--- config.mk ---
export PLATFORM = sky130hd
export DESIGN_NAME = clk_rst_seq_gen
export DESIGN_NICKNAME = d
export VERILOG_FILES = /design/src/rtl/clk_rst_seq_gen.sv
export SDC_FILE = /design/constraint.sdc
export NUM_CORES = 1
export LEC_CHECK = 0
export BUFFER_PORTS_ARGS = -buffer_cell sky130_fd_sc_hd__buf_2
export CAP_MARGIN = 10
export CORE_MARGIN = 8
export CORE_UTILIZATION = 30
export DETAILED_ROUTE_END_ITERATION = 6
export GPL_ROUTABILITY_DRIVEN = 0
export RECOVER_POWER = 100
export SLEW_MARGIN = 25
export SYNTH_ARGS = -nofsm -noshare
export SYNTH_HDL_FRONTEND = slang
export SYNTH_HIERARCHICAL = 1
export SYNTH_SLANG_ARGS = --single-unit
--- constraint.sdc ---
create_clock -name clk_i -period 2.8 [get_ports clk_i]
set_clock_uncertainty 0.05 [all_clocks]
set_input_delay 0.28 -clock clk_i [delete_from_list [all_inputs] [get_ports clk_i]]
set_output_delay 0.28 -clock clk_i [all_outputs]
set_load 0.05 [all_outputs]
--- src/rtl/clk_rst_seq_gen.sv ---
// Reset sequencer: synchronises rst_i, releases per-channel resets in index order,
// and drives one programmable clock-enable divider per channel.

module clk_rst_seq_ch #(
    parameter int DIV_W   = 8,
    parameter int DIV_RST = 0
) (
    input  logic             clk_i,
    input  logic             rst_i,
    input  logic             rstn_i,
    input  logic             we_i,
    input  logic [DIV_W-1:0] div_i,
    output logic             en_o
);
    logic [DIV_W-1:0] cnt_q, act_q, shd_q;

    assign en_o = rstn_i && (cnt_q == act_q);

    // Active only reloads on wrap or while held in reset, so a period is never cut short.
    always_ff @(posedge clk_i or posedge rst_i) begin
        if (rst_i) begin
            cnt_q <= '0;
            act_q <= DIV_W'(DIV_RST);
            shd_q <= DIV_W'(DIV_RST);
        end else begin
            if (we_i) shd_q <= div_i;
            if (!rstn_i || (cnt_q == act_q)) begin
                cnt_q <= '0;
                act_q <= shd_q;
            end else begin
                cnt_q <= cnt_q + 1'b1;
            end
        end
    end
endmodule

module clk_rst_seq_gen #(
    parameter int NUM_CH      = 4,
    parameter int DIV_W       = 8,
    parameter int SYNC_STAGES = 2,
    parameter int RST_HOLD    = 16,
    parameter int RST_GAP     = 4,
    parameter int DIV_RST     = 0,
    localparam int CH_W       = (NUM_CH > 1) ? $clog2(NUM_CH) : 1
) (
    input  logic              clk_i,
    input  logic              rst_i,
    input  logic              test_mode_i,
    input  logic              cfg_we_i,
    input  logic [CH_W-1:0]   cfg_ch_i,
    input  logic [DIV_W-1:0]  cfg_div_i,
    output logic [NUM_CH-1:0] clk_en_o,
    output logic [NUM_CH-1:0] rstn_o,
    output logic              rst_done_o
);
    localparam int CMAX  = (RST_HOLD > RST_GAP) ? RST_HOLD : RST_GAP;
    localparam int CNT_W = $clog2(CMAX + 1);

    typedef enum logic [1:0] {SYNC, HOLD, SEQ, DONE} state_t;

    state_t                 state_q, state_d;
    logic [SYNC_STAGES-1:0] sync_q;
    logic [CNT_W-1:0]       cnt_q, cnt_d;
    logic [CH_W-1:0]        idx_q, idx_d;
    logic [NUM_CH-1:0]      rstn_q, rstn_d, en;
    logic                   done_q, done_d;

    always_ff @(posedge clk_i or posedge rst_i) begin
        if (rst_i) sync_q <= '1;
        else       sync_q <= {sync_q[SYNC_STAGES-2:0], 1'b0};
    end

    always_ff @(posedge clk_i or posedge rst_i) begin
        if (rst_i) begin
            state_q <= SYNC;
            cnt_q   <= '0;
            idx_q   <= '0;
            rstn_q  <= '0;
            done_q  <= 1'b0;
        end else begin
            state_q <= state_d;
            cnt_q   <= cnt_d;
            idx_q   <= idx_d;
            rstn_q  <= rstn_d;
            done_q  <= done_d;
        end
    end

    always_comb begin
        state_d = state_q;
        cnt_d   = cnt_q;
        idx_d   = idx_q;
        rstn_d  = rstn_q;
        done_d  = done_q;
        case (state_q)
            // Look one stage ahead so HOLD starts on the edge the synchroniser output drops.
            SYNC: if (!sync_q[SYNC_STAGES-2]) begin
                state_d = HOLD;
                cnt_d   = '0;
            end
            HOLD: if (cnt_q == CNT_W'(RST_HOLD - 1)) begin
                rstn_d[0] = 1'b1;
                cnt_d     = '0;
                idx_d     = CH_W'(1);
                if (NUM_CH == 1) begin
                    state_d = DONE;
                    done_d  = 1'b1;
                end else begin
                    state_d = SEQ;
                end
            end else begin
                cnt_d = cnt_q + 1'b1;
            end
            SEQ: if (cnt_q == CNT_W'(RST_GAP - 1)) begin
                rstn_d[idx_q] = 1'b1;
                cnt_d         = '0;
                idx_d         = idx_q + 1'b1;
                if (idx_q == CH_W'(NUM_CH - 1)) begin
                    state_d = DONE;
                    done_d  = 1'b1;
                end
            end else begin
                cnt_d = cnt_q + 1'b1;
            end
            DONE:    ;
            default: state_d = SYNC;
        endcase
    end

    // Out-of-range channel numbers match no instance, so those writes drop.
    for (genvar k = 0; k < NUM_CH; k++) begin : g_ch
        clk_rst_seq_ch #(
            .DIV_W   (DIV_W),
            .DIV_RST (DIV_RST)
        ) u_ch (
            .clk_i  (clk_i),
            .rst_i  (rst_i),
            .rstn_i (rstn_q[k]),
            .we_i   (cfg_we_i && (cfg_ch_i == CH_W'(k))),
            .div_i  (cfg_div_i),
            .en_o   (en[k])
        );
    end

    assign rstn_o     = test_mode_i ? {NUM_CH{~rst_i}} : rstn_q;
    assign clk_en_o   = test_mode_i ? {NUM_CH{1'b1}}   : en;
    assign rst_done_o = test_mode_i ? ~rst_i           : done_q;
endmodule

==> results.cfg <==
[global_routing]
grt_pass1_vias = 3276
grt_pass1_wl_mm = 16.7
antenna_found_initial = 0
grt_max_degree = 25
track_usage = 0.0958
grt-ovfl-total = 0

[sta]
fin_crit_ns = 2.42
fmax_mhz = 414
hold_violations = 0
rsz0062_at_grt = no
worstMarginPinSlew_ns = 0.999
whs_ns = 0.198
fin_setup_tns_ns = 0
fin_crit_sh = 0.864
finalMaxSlewViolations = 0
fin_ws_ns = 0.382
maxSlewHeadroom = 0.325
setup_viol = 0

[synth]
ys_types = 38
synth_nets = 455
ys_warn_count = 6
yosysSeqAreaShare = 0.532
syn_avg_cell_area_um2 = 12.3
yosys.area.top_type_share = 0.527
synth_area_um2 = 5230
synth_area_leaders = dfrtp_1, mux2_2, xnor2_1
yosysTopAreaCell = dfrtp_1
ys_ff_latch = 111
synth_cells = 425

[setup_path]
cp-end-kind = primary output
rr_startpoint = g_ch[2].u_ch/cnt_q[0]
slowest_delay_ns = 0.46
worst-path-buf-inv = 1
crit_start = g_ch[1].u_ch/cnt_q[3]
path_class = reg2out
cp-endpoint = clk_en_o[1]
slowest_stage = clkbuf_1
r2r-end = g_ch[2].u_ch/act_q[6]
cp.depth = 6
cp_data_arrival_time_ns = 2.09
critPathMaxFanout = 5
regToRegSetupSlack_ns = 0.42
start_kind = flip-flop
cp_cell_sequence = xnor2_1, nand2_1, nor4_1, and2_1, or2_2, clkbuf_1
path_delay_family = simple AND/OR/NAND/NOR gates
reg2reg_depth = 5
critical_path_required_ns = 2.47

[floorplanning]
die_x_um = 148
fp.dieH_um = 148
dieArea_um2 = 21900
start_util = 0.304
core_area_um2 = 17200
rows = 48
io-pin-count = 23

[placed_design]
dpl.hpwl_mm = 7.20
placed_cells = 668
postPlaceCellArea_um2 = 5600
io_buffers = 22
post-place-ws_ns = 0.672

[clock_network]
numCtsBuffers = 9
path_clk_slew_ns = 0.07
clk_latency_ns = 0.35
clockBufferDepth = 2
cts_tree = built
htreeDepth = 3
ctsRootBufferMaster = clkbuf_16
cts_sinks = 111

[cells_and_area]
nets = 485
fillCellCount = 1761
drive_gt1_frac = 0.226
final_cells = 685
antennaDiodeCount = 0
final_common_cell = dfrtp_1
utilization = 0.339
final_cell_mix = dfrtp_1, mux2_2, xnor2_1
area_growth_pct = 11.2
final_cell_area_um2 = 5820

[routing]
finalWirelength_mm = 9.80
drc = 0
dr.pass1.iters = 4
routedWlPerCell_um = 14.3
viasPerCell = 4.46
via_count = 3055
first_iter_violations = 108
ant_nets = 0

[power]
power_density_nw_per_um2 = 793
ir_drop_uv = 370
power.leakage_nw = 2.51
finalPower_mw = 4.61

[hold_path]
min_path_type = in2reg

[run]
cap_violations = 0

[run_status]
status = complete, no violations
[synth_stat cells]
cell type	count
or2_2	4
clkbuf_1	6
and2_1	4
a22oi_1	1
conb_1	1
o21ai_0	8
nor3b_1	1
nor2_1	36
o22ai_1	4
a21oi_1	6
and3_2	4
mux2_4	8
o41ai_4	4
a32oi_1	1
nand2b_1	2
buf_6	4
or4b_4	1
and3b_1	1
mux2_2	56
ha_1	16
dfstp_2	1
xnor2_1	40
xor2_1	16
nor4b_2	1
nor4_1	4
a21boi_0	1
a31o_2	2
o21bai_1	1
dfrtp_1	110
o21a_1	1
a2111oi_4	1
inv_1	23
a22o_1	1
nor2b_1	2
and3_1	5
a21o_1	1
nand2_1	26
nand3_1	21
[flip-flops by register name, summed over array words and instances, names as in the netlist]
| register | flops |
|---|---|
| done_q | 1 |
| rstn_q | 4 |
| sync_q | 1 |
| idx_q | 2 |
| state_q | 2 |
| g_ch.u_ch/cnt_q | 32 |
| g_ch.u_ch/shd_q | 32 |
| g_ch.u_ch/act_q | 32 |
| cnt_q | 5 |
[where the power goes]
group          internal [mW]  switching [mW]
Sequential              1.93           0.256
Clock                  0.713           0.570
Combinational          0.561           0.584
Total                   3.20            1.41
[repair_timing]
action / CTS / global route
buffers inserted: 0 / 0
resized for setup: 0 / 0
hold buffers: 1 / 0
endpoints found under the setup margin: 0 / 0
endpoints found under the hold margin: 14 / 0
[routing by layer]
| metal | part of all wire | track usage | vias to the layer above |
|---|---|---|---|
| li1 | - | - | 1482 |
| met1 | 0.50 | 0.124 | 1530 |
| met2 | 0.46 | 0.153 | 28 |
| met3 | 0.020 | 0.0186 | 15 |
| met4 | 0.019 | 0.0413 | 0 |
| met5 | 0 | 0 | - |
[logic make-up after synthesis]
logic type / count (synthesis) / share of synthesized area
muxes: 64 / 0.144
AOI/OAI and AO/OA: 32 / 0.0584
other: 1 / 0.000717
xor gates and xnor gates: 56 / 0.0938
buffers and inverters: 33 / 0.0294
DFF: 111 / 0.532
and+or+nand+nor: 112 / 0.104
adders and majority gates: 16 / 0.0383
[worst reg2reg max path, stage by stage (launching register included)]
cell and delay [ns]:
dfrtp_1 0.43, xnor2_1 0.15, nand2_1 0.09, o41ai_1 0.85, buf_4 0.34, mux2_2 0.35
[cell type report]
class	instances	area, um^2	area share
inverter	23	86.3	0.0148
clock inverter	6	60.1	0.0103
sequential	111	2780	0.478
clock buffer	10	239	0.0411
timing repair buffer	29	141	0.0243
multi-input combinational	281	2230	0.383
tap	225	282	0.0484
[worst min path at each step]
stage                            endpoint          from  cells after the start  slack (ns)
finish              g_ch[3].u_ch/shd_q[2]  cfg_div_i[2]                      2        0.20
global route        g_ch[2].u_ch/shd_q[2]  cfg_div_i[2]                      2        0.19
global placement                rstn_q[0]         rst_i                      3        0.34
floorplan                        cnt_q[0]         rst_i                      1        0.14
CTS                 g_ch[2].u_ch/shd_q[2]  cfg_div_i[2]                      2        0.19
detailed placement              rstn_q[0]         rst_i                      3        0.34
Power figures use the tool's default switching activity.
